`config.mk`:
```
export PLATFORM = sky130hd
export DESIGN_NAME = approx_mul_pipe
export DESIGN_NICKNAME = d
export VERILOG_FILES = /design/src/rtl/approx_mul_pkg.sv /design/src/rtl/apx_or_pair.sv /design/src/rtl/approx_mul_pipe.sv
export SDC_FILE = /design/constraint.sdc
export NUM_CORES = 1
export LEC_CHECK = 0
export ABC_AREA = 1
export BUFFER_PORTS_ARGS = -buffer_cell sky130_fd_sc_hd__buf_4
export CORE_MARGIN = 1
export CORE_UTILIZATION = 50
export CTS_CLUSTER_DIAMETER = 30
export CTS_CLUSTER_SIZE = 25
export DETAILED_ROUTE_END_ITERATION = 16
export GPL_TIMING_DRIVEN = 0
export PLACE_DENSITY = 0.7
export SLEW_MARGIN = 5
export SYNTH_ARGS = -nofsm -noshare
export SYNTH_HDL_FRONTEND = slang
export SYNTH_SLANG_ARGS = --single-unit
```
`constraint.sdc`:
```
create_clock -name clk -period 7.18 [get_ports clk]
set_input_delay 0.718 -clock clk [delete_from_list [all_inputs] [get_ports clk]]
set_output_delay 0.718 -clock clk [all_outputs]
set_load 0.03 [all_outputs]
```
`src/rtl/approx_mul_pkg.sv`:
```
// -----------------------------------------------------------------------------
// approx_mul_pkg
// Shared definitions for the approximate multiplier pipeline.
//   params_legal() : legality check on W / APX_ROWS / TAG_W ranges.
//   apx_product()  : reference product. Rows below apx_rows are OR-compressed
//                    pairwise. The remaining rows are added exactly. The result
//                    is taken modulo 2^(2w).
// Optional feature elsewhere in the slice: APXM_PERF_CNT_EN (perf counters).
// -----------------------------------------------------------------------------
package approx_mul_pkg;

    localparam int MAX_W = 32;

    // W must be even and in 4..32. APX_ROWS must be even and in 0..W.
    // TAG_W must be at least 1.
    function automatic bit params_legal(input int w, input int apx_rows, input int tag_w);
        return (w >= 4) && (w <= MAX_W) && (w % 2 == 0) &&
               (apx_rows >= 0) && (apx_rows <= w) && (apx_rows % 2 == 0) &&
               (tag_w >= 1);
    endfunction

    // Operands are taken zero-extended to 32 bits. Only the low w bits are meaningful.
    function automatic logic [63:0] apx_product(input logic [31:0] a, input logic [31:0] b,
                                                input int apx_rows, input int w);
        logic [63:0] acc;
        logic [63:0] r_lo;
        logic [63:0] r_hi;
        acc = '0;
        for (int i = 0; i < MAX_W; i++) begin
            if (i < w) begin
                r_lo = a[i] ? {32'd0, b} : 64'd0;
                if (i < apx_rows) begin
                    // apx_rows is even, so i+1 is still an approximated row.
                    if (i % 2 == 0) begin
                        r_hi = a[i+1] ? {32'd0, b} : 64'd0;
                        acc  = acc + ((r_lo | (r_hi << 1)) << i);
                    end
                end else begin
                    acc = acc + (r_lo << i);
                end
            end
        end
        // A shift by 64 yields 0. The mask is then all ones when w == 32.
        return acc & ((64'd1 << (2 * w)) - 64'd1);
    endfunction

endpackage

```
`src/rtl/apx_or_pair.sv`:
```
// -----------------------------------------------------------------------------
// apx_or_pair
// OR-compresses two adjacent partial-product rows into one row of W+1 bits.
// The result is (a_lo ? b : 0) | ((a_hi ? b : 0) << 1).
//   a_lo : input, 1   -- multiplier bit of the even row
//   a_hi : input, 1   -- multiplier bit of the odd row
//   b    : input, W   -- multiplicand
//   row  : output, W+1 -- compressed row (not yet shifted to its pair weight)
// -----------------------------------------------------------------------------
module apx_or_pair #(
    parameter int W = 8
) (
    input  logic         a_lo,
    input  logic         a_hi,
    input  logic [W-1:0] b,
    output logic [W:0]   row
);

    logic [W-1:0] r_lo;
    logic [W-1:0] r_hi;

    assign r_lo = a_lo ? b : '0;
    assign r_hi = a_hi ? b : '0;

    // The OR replaces the adder. Overlapping bits lose their carry.
    assign row = {1'b0, r_lo} | {r_hi, 1'b0};

endmodule

```
`src/rtl/approx_mul_pipe.sv`:
```
// -----------------------------------------------------------------------------
// approx_mul_pipe
// Two-stage valid/ready pipelined unsigned multiplier. The lowest APX_ROWS
// partial-product rows are OR-compressed pairwise. Setting exact=1 on a beat
// forces an exact product for that beat.
//   S1 registers one (W+2)-bit term per row pair, plus the tag and valid.
//   S2 registers the reduced 2W-bit sum, plus the tag and valid.
// Ports:
//   clk, rst_n                : clock, asynchronous active-low reset
//   in_valid/in_ready         : input handshake
//   a, b (W), exact, in_tag   : operands, exact-mode select, sideband tag
//   out_valid/out_ready       : output handshake
//   p (2W), out_tag           : product and returned tag
//   cnt_clr, acc_cnt, apx_cnt : present only with APXM_PERF_CNT_EN defined.
//                               Saturating counts of accepted beats and of
//                               accepted non-exact beats.
// -----------------------------------------------------------------------------
import approx_mul_pkg::*;

module approx_mul_pipe #(
    parameter int W        = 8,
    parameter int APX_ROWS = 2,
    parameter int TAG_W    = 4
) (
    input  logic             clk,
    input  logic             rst_n,
    input  logic             in_valid,
    output logic             in_ready,
    input  logic [W-1:0]     a,
    input  logic [W-1:0]     b,
    input  logic             exact,
    input  logic [TAG_W-1:0] in_tag,
    output logic             out_valid,
    input  logic             out_ready,
    output logic [2*W-1:0]   p,
    output logic [TAG_W-1:0] out_tag
`ifdef APXM_PERF_CNT_EN
    ,
    input  logic             cnt_clr,
    output logic [31:0]      acc_cnt,
    output logic [31:0]      apx_cnt
`endif
);

    localparam int NP = W / 2;   // number of row pairs
    localparam int PW = W + 2;   // width of one exact pair sum

    if (!params_legal(W, APX_ROWS, TAG_W)) begin : g_bad_params
        $error("approx_mul_pipe: illegal W/APX_ROWS/TAG_W combination");
    end

    // Elaboration-time sanity check of the shared reference function.
    if (apx_product(32'd3, 32'd255, 2, 8) != 64'd511) begin : g_bad_ref
        $error("approx_mul_pkg::apx_product self-check failed");
    end

    // ---------------------------------------------------------------- handshake
    logic s1_valid;
    logic s2_valid;
    logic s1_load;
    logic s2_load;
    logic accept;

    // S2 can take new data when it is empty or its result leaves this cycle.
    // With S1 and S2 both full, S1 can still accept while S2 drains.
    assign s2_load  = !s2_valid || out_ready;
    assign s1_load  = !s1_valid || s2_load;
    assign in_ready = s1_load;
    assign accept   = in_valid && in_ready;

    // ------------------------------------------------------ row pair generation
    // Pair k covers rows 2k and 2k+1 at weight 2^(2k). Exact pairs add the two
    // rows. Approximated pairs OR them, except when the beat requests exact mode.
    logic [NP-1:0][PW-1:0] pair_d;

    for (genvar k = 0; k < NP; k++) begin : g_pair
        logic [W-1:0]  r_lo;
        logic [W-1:0]  r_hi;
        logic [PW-1:0] exact_pair;

        assign r_lo       = a[2*k]   ? b : '0;
        assign r_hi       = a[2*k+1] ? b : '0;
        assign exact_pair = {2'b00, r_lo} + {1'b0, r_hi, 1'b0};

        if (k < APX_ROWS / 2) begin : g_apx
            logic [W:0] or_row;

            apx_or_pair #(.W(W)) u_or_pair (
                .a_lo (a[2*k]),
                .a_hi (a[2*k+1]),
                .b    (b),
                .row  (or_row)
            );

            assign pair_d[k] = exact ? exact_pair : {1'b0, or_row};
        end else begin : g_exact
            assign pair_d[k] = exact_pair;
        end
    end

    // ------------------------------------------------------------------ stage 1
    logic [NP-1:0][PW-1:0] s1_pair;
    logic [TAG_W-1:0]      s1_tag;

    // NOTE: sequential state uses non-blocking assignments only. Every register
    // then samples its pre-edge inputs, whatever order the blocks run in.
    // NOTE: the datapath registers are reset too. The reset value of p and
    // out_tag must be 0, and the cost is a few flops only.
    always_ff @(posedge clk or negedge rst_n) begin
        if (!rst_n) begin
            s1_valid <= 1'b0;
            s1_pair  <= '0;
            s1_tag   <= '0;
        end else if (s1_load) begin
            s1_valid <= in_valid;
            if (in_valid) begin
                s1_pair <= pair_d;
                s1_tag  <= in_tag;
            end
        end
    end

    // ------------------------------------------------------------- reduction
    logic [2*W-1:0] sum_d;

    // NOTE: sum_d is given a default before the loop. No path leaves it
    // unassigned, so no latch is inferred.
    always_comb begin
        sum_d = '0;
        for (int k = 0; k < NP; k++) begin
            sum_d = sum_d + ({{(2*W-PW){1'b0}}, s1_pair[k]} << (2 * k));
        end
    end

    // ------------------------------------------------------------------ stage 2
    logic [2*W-1:0]   s2_p;
    logic [TAG_W-1:0] s2_tag;

    always_ff @(posedge clk or negedge rst_n) begin
        if (!rst_n) begin
            s2_valid <= 1'b0;
            s2_p     <= '0;
            s2_tag   <= '0;
        end else if (s2_load) begin
            s2_valid <= s1_valid;
            if (s1_valid) begin
                s2_p   <= sum_d;
                s2_tag <= s1_tag;
            end
        end
    end

    assign out_valid = s2_valid;
    assign p         = s2_p;
    assign out_tag   = s2_tag;

    // ------------------------------------------------------- perf counters
`ifdef APXM_PERF_CNT_EN
    // A clear on the same cycle as an increment takes priority.
    // Both counters stop at all-ones.
    always_ff @(posedge clk or negedge rst_n) begin
        if (!rst_n) begin
            acc_cnt <= '0;
            apx_cnt <= '0;
        end else if (cnt_clr) begin
            acc_cnt <= '0;
            apx_cnt <= '0;
        end else if (accept) begin
            if (acc_cnt != '1) begin
                acc_cnt <= acc_cnt + 32'd1;
            end
            if (!exact && (apx_cnt != '1)) begin
                apx_cnt <= apx_cnt + 32'd1;
            end
        end
    end
`else
    logic unused_accept;
    assign unused_accept = accept;
`endif

endmodule

```
==> results.json, run 1 <==
{
  "grt_max_degree": 67,
  "cap_viol_max_count": 0,
  "die_h_microns": 106,
  "grt_first_pass_wirelength_microns": 22000,
  "whs_ns": 0.461,
  "status": "completed",
  "report.final.setup_viol": 0,
  "cts_tree": "done",
  "critical_path.max_fanout": 4,
  "dr_total_vias": 4877,
  "fin_ws_ns": 4.49,
  "relSlewSlack_pct": 45.4,
  "diodes": 0,
  "cts_made_buffers": 9,
  "drv_slew": 0,
  "dp_slack_ns": 4.47,
  "synthCells": 779,
  "synth_area_sq_um": 5460,
  "drt_wl_total_microns": 12600,
  "cts.path.max_buffers": 2,
  "hold_violations": 0,
  "min_period_over_period_pct": 37.4,
  "die_area_sq_um": 11300,
  "grt-ovfl-total": 0,
  "syn_avg_cell_area_sq_um": 7.00,
  "synthDistinctLibCells": 31,
  "drt_iter0_drc": 230,
  "skew_ns": 0.00661,
  "cp-start-kind": "flip-flop",
  "drc_errors": 0,
  "worst_r2r_path_depth": 11,
  "yosys_warnings": 0,
  "synth-seq-cells": 66,
  "syn2layout_area_growth_pct": 10.7,
  "p_per_area_nw_per_um2": 279,
  "post_cts_buffers": 0,
  "fin_nets": 919,
  "hold_buffers": 0,
  "nFillCells": 1043,
  "path_class": "flip-flop to flip-flop",
  "io_pins": 47,
  "final_util_pct": 57.7,
  "irDropWorstVdd_mv": 0.170,
  "worstPathArrival_ns": 2.92,
  "fin_crit_ns": 2.69,
  "drive_above_1_share_pct": 8.50,
  "r2r_end": "p[12]$_DFFE_PN0P_",
  "portBuffers": 29,
  "start_util_pct": 52.2,
  "dpl_cell_area_sq_um": 5840,
  "cp.required_ns": 7.42,
  "p_leak_uw": 0.00372,
  "drtPass1Iterations": 5,
  "final_area_sq_um": 6040,
  "worstMarginPinSlew_ns": 0.820,
  "synth_nets": 879,
  "grt_usage_pct": 24.8,
  "core_area_sq_um": 10500,
  "rsz0062_at_grt": "no",
  "cts.clk_slew.worst_paths_ns": 0.07,
  "clk_latency_ns": 0.34,
  "cp-end-kind": "flip-flop",
  "post_cts_resized": 0,
  "tns_ns": 0,
  "antenna_found_initial": 0,
  "gp_congestion": 0.903,
  "routedWlPerCell_microns": 13.1,
  "max_freq_ghz": 0.372,
  "ys_seq_area_share_pct": 30.3,
  "reg2reg_from": "s1_pair[9]$_DFFE_PN0P_",
  "hp-class": "primary input to async pin",
  "dpl.hpwl_microns": 9940,
  "die_w_microns": 106,
  "r2r_slack_ns": 4.49,
  "final_antenna_net_count": 0,
  "num_rows": 37,
  "clkSinkCount": 66,
  "grt_pass1_vias": 4779,
  "h-tree-depth": 3,
  "viasPerCell": 5.08,
  "root_buffer": "clkbuf_8"
}
-- sequential cells by signal, summed over array words and instances (netlist names) --
signal and count:
s1_valid 1, p 16, s1_pair 40, out_valid 1
s1_tag 4, out_tag 4
-- layer usage --
| metal | GRT usage [%] | wire length [microns] | vias up |
|---|---|---|---|
| li1 | - | - | 2476 |
| met1 | 33.3 | 6150 | 2265 |
| met2 | 41.3 | 5750 | 120 |
| met3 | 4.05 | 529 | 16 |
| met4 | 6.75 | 167 | 0 |
| met5 | 0 | 0 | - |
-- logic make-up (layout without fill, tap and decap cells) --
logic type / Yosys count / count (layout) / synth area share, %
adders and majority gates: 75 / 75 / 19.5
buffers and inverters: 178 / 223 / 12.8
xor gates and xnor gates: 12 / 12 / 1.93
DFF: 66 / 66 / 30.3
AOI/OAI and AO/OA: 76 / 76 / 7.59
and+or+nand+nor: 372 / 372 / 27.8
-- worst max-delay path by stage --
stage	endpoint	from	slack, ns
global route	p[14]$_DFFE_PN0P_	s1_pair[17]$_DFFE_PN0P_	4.34
CTS	p[12]$_DFFE_PN0P_	s1_pair[9]$_DFFE_PN0P_	4.48
detailed placement	s1_pair[29]$_DFFE_PN0P_	b[1]	4.47
finish	p[12]$_DFFE_PN0P_	s1_pair[9]$_DFFE_PN0P_	4.49
floorplan	p[12]$_DFFE_PN0P_	s1_pair[17]$_DFFE_PN0P_	4.74
global placement	s1_pair[29]$_DFFE_PN0P_	b[1]	4.50
-- report_power, final --
group	total (uW)	internal (uW)	switching [uW]
combinational	868	317	550
clock	309	161	148
sequential	506	459	46.9
-- critical path, cell delays in order (launching register included) --
cell      delay [ns]
dfrtp_1         0.36
inv_1           0.14
fa_1            0.44
fa_1            0.52
inv_1           0.04
ha_1            0.36
a21oi_1         0.29
nor2_1          0.07
nor2_1          0.13
nand3b_1        0.09
nand3_1         0.09
nand2_1         0.05
-- synth_stat cells, drive strengths merged --
library cell	n	area share, %
a21o	2	0.28
inv	149	10
xor2	8	1.3
buf	17	1.8
o21a	2	0.28
nand3b	4	0.55
o21ai	32	3.0
o211ai	1	0.14
nand2	272	19
xnor2	4	0.64
o22ai	5	0.57
or2	1	0.11
dfrtp	66	30
clkbuf	12	0.83
ha	58	13
a22oi	2	0.28
o21bai	2	0.28
a21oi	29	2.7
a31oi	1	0.11
nand4	13	1.5
nor2	40	2.8
nand3	42	4.0
fa	17	6.2
-- cell usage in the layout, fill, tap and decap left out --
cell type and instances:
a21o_1 2, a21oi_1 29, a22oi_1 2, a31oi_1 1, buf_2 14, buf_4 31, buf_6 1, bufinv_16 1
clkbuf_1 13, clkbuf_8 9, clkinv_2 1, clkinvlp_4 3, dfrtp_1 66, fa_1 17, ha_1 58, inv_1 148
inv_2 1, inv_6 1, nand2_1 269, nand2_2 3, nand3_1 40, nand3_2 2, nand3b_1 4, nand4_1 13
nor2_1 39, nor2_2 1, o211ai_1 1, o21a_1 2, o21ai_0 30, o21ai_1 1, o21ai_2 1, o21bai_1 2
o22ai_1 5, or2_2 1, xnor2_1 4, xor2_1 8
-- stage by stage --
stage,total power [uW],cells
floorplan,1150,779
global placement,1370,944
detailed placement,1380,944
CTS,1700,960
global route,1850,960
finish,1680,960
-- cell type report --
cell class | count | area [sq um] | share of cell area, %
Tap cell | 136 | 170 | 2.82
Sequential cell | 66 | 1650 | 27.4
Timing Repair Buffer | 29 | 218 | 3.61
Buffer | 29 | 141 | 2.34
Multi-Input combinational cell | 535 | 3100 | 51.4
Inverter | 149 | 559 | 9.26
Clock inverter | 6 | 66.3 | 1.10
Clock buffer | 10 | 128 | 2.11
Note: power is estimated with default switching activity, not from simulation.
==> run 2, diff against run 1 <==
==> constraint.sdc (replaced) <==
create_clock -name clk -period 2.6 [get_ports clk]
set_input_delay 0.26 -clock clk [delete_from_list [all_inputs] [get_ports clk]]
set_output_delay 0.26 -clock clk [all_outputs]
set_load 0.03 [all_outputs]
==> run 2 against run 1 <==
Net effect:
- worst hold slack worse by 0.45 ns
- critical path depth is 3 higher
- die area stayed put
- register-to-register slack worse by 4.4 ns
- clock power grew to 2.8 times the previous value
- sequential cell count stayed put
- power grew to 3.0 times the previous value
- wire length is 1.8% higher
- clock-buffer cell count stayed put
- cell area is 1.9% higher
==> results.json, run 2 (same netlist as run 1, synthesis figures left out) <==
{
  "status": "completed",
  "top_layer_used": "met4",
  "drt_wl_total_microns": 12800,
  "dpl.hpwl_microns": 9940,
  "nFillCells": 1031,
  "final_antenna_net_count": 0,
  "whs_ns": 0.00816,
  "seqCellArea_sq_um": 1650,
  "final_common_cell": "nand2_1",
  "fin_crit_ns": 2.54,
  "cp-end-kind": "flip-flop",
  "core_area_sq_um": 10500,
  "num_rows": 37,
  "cp.required_ns": 2.88,
  "io_pins": 47,
  "syn2layout_area_growth_pct": 12.7,
  "drive_above_1_share_pct": 11.0,
  "start_util_pct": 52.2,
  "root_buffer": "clkbuf_8",
  "critPathBufInv": 4,
  "diodes": 0,
  "die_h_microns": 106,
  "irDropWorstVdd_mv": 0.524,
  "critical_path.max_fanout": 4,
  "dr_total_vias": 4881,
  "drv_slew": 0,
  "path_cells": "inv_1 > fa_1 > fa_1 > inv_1 > ha_4 > nand2_2 > inv_1 > nand2_1 > nand2_2 > inv_1 > nand2_1 > xor2_1 > nand2_1 > nand2_1",
  "wl_met3_microns": 568,
  "p_per_area_nw_per_um2": 811,
  "cap_viol_max_count": 0,
  "p_leak_uw": 0.00374,
  "antenna_found_initial": 0,
  "dp_slack_ns": -0.0418,
  "gp_congestion": 0.903,
  "fin_nets": 922,
  "clkSinkCount": 66,
  "drt_iter0_drc": 279,
  "worstPathArrival_ns": 2.83,
  "routedWlPerCell_microns": 13.3,
  "worst_r2r_path_depth": 14,
  "cts.clk_slew.worst_paths_ns": 0.07,
  "cts.path.max_buffers": 2,
  "grt_pass1_vias": 4788,
  "slowest_stage": "fa_1",
  "worstMarginPinSlew_ns": 0.819,
  "path_class": "flip-flop to flip-flop",
  "grt-ovfl-total": 0,
  "report.final.setup_viol": 0,
  "drtPass1Iterations": 4,
  "wl_met2_microns": 5910,
  "cts_tree": "done",
  "grt_first_pass_wirelength_microns": 22100,
  "crit_family": "adder cells",
  "hold_violations": 0,
  "multi_input_area_sq_um": 3200,
  "grt_usage_pct": 24.8,
  "fin_ws_ns": 0.0564,
  "relSlewSlack_pct": 45.4,
  "largest-register": "s1_pair",
  "max_freq_ghz": 0.393,
  "hold_buffers": 0,
  "drc_errors": 0,
  "r2r_end": "p[11]$_DFFE_PN0P_",
  "wl_met1_microns": 6190,
  "cts_made_buffers": 9,
  "die_w_microns": 106,
  "largest_reg_flops": 40,
  "rsz0062_at_grt": "yes",
  "h-tree-depth": 3,
  "die_area_sq_um": 11300,
  "viasPerCell": 5.07,
  "crit_cells": 14,
  "cp-start-kind": "flip-flop",
  "portBuffers": 29,
  "reg2reg_from": "s1_pair[25]$_DFFE_PN0P_",
  "clk_latency_ns": 0.34,
  "layout_common_cells": "264 x nand2_1, 146 x inv_1, 66 x dfrtp_1",
  "max_stage_delay_ns": 0.52,
  "grt_max_degree": 67,
  "min_period_over_period_pct": 97.8,
  "skew_ns": 0.00712,
  "r2r_slack_ns": 0.06,
  "hp-class": "primary input to async pin"
}
run 2: cell types whose count changed in the layout (fill, tap and decap cells not counted), moves of 3 or more:
cell / before / now
ha_4: 0 / 4
nand2_2: 3 / 7
buf_4: 31 / 34
ha_1: 58 / 53
nand2_1: 269 / 264
run 2: cell type report:
class	instances	share of cell area [%]
clock inverters	6	1.08
inverters	149	9.09
repair buffers	32	3.90
plain buffers	29	2.30
flip-flops and latches	66	26.8
clock buffers	10	2.07
multi-input cells	535	51.9
well taps	136	2.77
run 2: per-stage QoR:
step / setup TNS (ns) / std cells / util [%] / cell area [sq um] / total power, uW
after floorplan: 0 / 779 / - / 5460 / 3170
after global placement: -0.0677 / 944 / 55.9 / 5840 / 3770
after detailed placement: -0.0863 / 944 / 55.9 / 5840 / 3820
after CTS: 0 / 960 / 57.9 / 6060 / 4760
after global routing: -0.121 / 963 / 58.8 / 6150 / 5440
final: 0 / 963 / 58.8 / 6150 / 4990
run 2: report_power, final:
part / internal (uW) / leakage (uW) / total, uW / switching [uW]
sequential: 1270 / 0.000827 / 1400 / 130
clock: 444 / 0.0000889 / 856 / 411
combinational: 1070 / 0.00282 / 2730 / 1670
run 2: worst max-delay path by stage:
stage,to,from,slack (ns)
after floorplan,p[12]$_DFFE_PN0P_,s1_pair[17]$_DFFE_PN0P_,0.16
after global placement,p[12]$_DFFE_PN0P_,s1_pair[9]$_DFFE_PN0P_,-0.04
after detailed placement,p[12]$_DFFE_PN0P_,s1_pair[9]$_DFFE_PN0P_,-0.04
after CTS,p[8]$_DFFE_PN0P_,s1_pair[4]$_DFFE_PN0P_,0.001
after global routing,p[11]$_DFFE_PN0P_,s1_pair[17]$_DFFE_PN0P_,-0.04
final,p[11]$_DFFE_PN0P_,s1_pair[25]$_DFFE_PN0P_,0.06
run 2: repair_timing:
item | in CTS | in global routing
endpoints found under the setup margin | 4 | 8
gates cloned | 0 | 0
resized for setup | 5 | 16
buffers inserted | 0 | 3
pin swaps | 0 | 9
run 2: per-layer routing:
metal / track usage [%] / up-vias
li1: - / 2485
met1: 33.4 / 2269
met2: 41.5 / 113
met3: 4.05 / 14
met4: 6.75 / 0
met5: 0 / -
==> run 3, diff against run 2 <==
--- a/config.mk
+++ b/config.mk
@@ -13,7 +13,7 @@
 export CTS_CLUSTER_SIZE = 25
 export DETAILED_ROUTE_END_ITERATION = 16
 export GPL_TIMING_DRIVEN = 0
-export PLACE_DENSITY = 0.7
+export PLACE_DENSITY_LB_ADDON = 0.05
 export SLEW_MARGIN = 5
 export SYNTH_ARGS = -nofsm -noshare
 export SYNTH_HDL_FRONTEND = slang
==> run 3 against run 2 <==
Net effect:
- non-clock buffer count rose by 5
- cell count rose by 0.52%
- sequential share of layout area fell by 0.13 points
- via count fell by 0.70%
- clock-buffer cell count fell by 1
- critical path depth fell by 1
- wire length rose by 0.12%
==> results.json, run 3 (same netlist as run 1, synthesis figures left out) <==
{
  "skew_ns": 0.00879,
  "drt_wl_total_microns": 12800,
  "min_period_over_period_pct": 96.8,
  "max_freq_ghz": 0.397,
  "start_util_pct": 52.2,
  "antenna_found_initial": 0,
  "stdcell_count": 968,
  "io_pins": 47,
  "critPathBufInv": 3,
  "h-tree-depth": 3,
  "hp-class": "primary input to async pin",
  "final_common_cell": "nand2_1",
  "p_leak_uw": 0.00377,
  "report.final.setup_viol": 0,
  "layout_common_cells": "266 x nand2_1, 141 x inv_1, 66 x dfrtp_1",
  "cap_viol_max_count": 0,
  "drt_iter0_drc": 286,
  "path_class": "flip-flop to flip-flop",
  "cts_tree": "done",
  "drv_slew": 0,
  "cp.required_ns": 2.84,
  "irDropWorstVdd_mv": 0.523,
  "dpl.hpwl_microns": 9990,
  "grt_max_degree": 67,
  "tns_ns": 0,
  "drc_errors": 0,
  "syn2layout_area_growth_pct": 13.3,
  "slowest_stage": "fa_1",
  "totalPowerFinal_uw": 5030,
  "die_w_microns": 106,
  "cts.path.max_buffers": 2,
  "cts_made_buffers": 9,
  "worstPathArrival_ns": 2.76,
  "gp_congestion": 0.884,
  "fin_nets": 927,
  "viasPerCell": 5.01,
  "crit_family": "adder cells",
  "cp-end-kind": "flip-flop",
  "drive_above_1_share_pct": 12.0,
  "hold_violations": 0,
  "clk_latency_ns": 0.35,
  "cts.clk_slew.worst_paths_ns": 0.07,
  "diodes": 0,
  "die_h_microns": 106,
  "die_area_sq_um": 11300,
  "largest_reg_flops": 40,
  "path_cells": "inv_2 > fa_1 > inv_1 > fa_1 > ha_4 > buf_4 > nand2_1 > nor2_1 > nand3_1 > nand3_1 > nand2_1 > nand3_1 > nand2_1",
  "clkSinkCount": 66,
  "worstMarginPinSlew_ns": 0.826,
  "placed_cells": 944,
  "cp-start-kind": "flip-flop",
  "status": "completed",
  "dr_total_vias": 4847,
  "final_antenna_net_count": 0,
  "grt_pass1_vias": 4758,
  "rsz0062_at_grt": "yes",
  "grt_first_pass_wirelength_microns": 22300,
  "drtPass1Iterations": 4,
  "grt_usage_pct": 25.1,
  "root_buffer": "clkbuf_8",
  "core_area_sq_um": 10500,
  "largest-register": "s1_pair",
  "max_stage_delay_ns": 0.52,
  "relSlewSlack_pct": 45.0,
  "grt-ovfl-total": 0,
  "portBuffers": 29,
  "critical_path.max_fanout": 5,
  "fin_crit_ns": 2.52,
  "num_rows": 37,
  "routedWlPerCell_microns": 13.3,
  "p_per_area_nw_per_um2": 814
}
## run 3: worst paths after layout
kind	from	to	slack (ns)	depth (start not counted)
worst max-delay path	s1_pair[6]$_DFFE_PN0P_	p[14]$_DFFE_PN0P_	0.08	13
worst min-delay path	rst_n	s1_valid$_DFFE_PN0N_	0.001	1
worst max register to register	s1_pair[6]$_DFFE_PN0P_	p[14]$_DFFE_PN0P_	0.08	13
worst min register to register	s1_tag[1]$_DFFE_PN0P_	out_tag[1]$_DFFE_PN0P_	0.48	2
max in group asynchronous	rst_n	s1_pair[38]$_DFFE_PN0P_	2.05	1
min in group clk	in_tag[0]	s1_tag[0]$_DFFE_PN0P_	0.10	3
## run 3: worst reg2reg max path, stage by stage (launching register included)
cell     delay, ns
dfrtp_1       0.36
inv_2         0.05
fa_1          0.52
inv_1         0.05
fa_1          0.48
ha_4          0.31
buf_4         0.12
nand2_1       0.05
nor2_1        0.10
nand3_1       0.12
nand3_1       0.09
nand2_1       0.05
nand3_1       0.07
nand2_1       0.05
## run 3: routing by layer
layer,up-vias,global-route usage (%),part of all wire (%)
met5,-,0,0
met4,0,10.5,1.4
met3,16,2.39,3.7
met2,108,41.5,46
met1,2227,33.6,49
li1,2496,-,-
## run 3: layout make-up
cell class / instances / area [sq um]
plain buffers: 29 / 141
clock buffers: 9 / 124
clock inverters: 7 / 67.6
fillers: 1001 / 4280
inverters: 149 / 559
multi-input cells: 535 / 3190
flip-flops and latches: 66 / 1650
well taps: 136 / 170
repair buffers: 37 / 278
## run 3: metrics by stage
step	utilization [%]	worst slack, ns	instance area (sq um)	hold WS, ns
6_report	59.1	0.0821	6180	0.00108
5_1_grt	59.1	-0.0532	6180	0.0560
4_1_cts	57.8	0.00216	6050	0.0171
3_5_place_dp	55.9	-0.0410	5840	0.406
3_3_place_gp	55.9	-0.0466	5840	0.404
2_1_floorplan	-	0.158	5460	-0.0356
## run 3: power by group
part	switching (uW)	leakage [uW]	internal, uW	total, uW
registers	135	0.000827	1270	1400
clock network	410	0.000104	442	852
logic	1660	0.00284	1110	2770
total	2200	0.00377	2830	5030
## run 3: what timing repair did
item,CTS,global route
pin swaps,0,13
hold buffers,0,0
setup endpoints to repair,2,8
buffers inserted,0,8
gates resized for setup,2,21
gates cloned,0,0
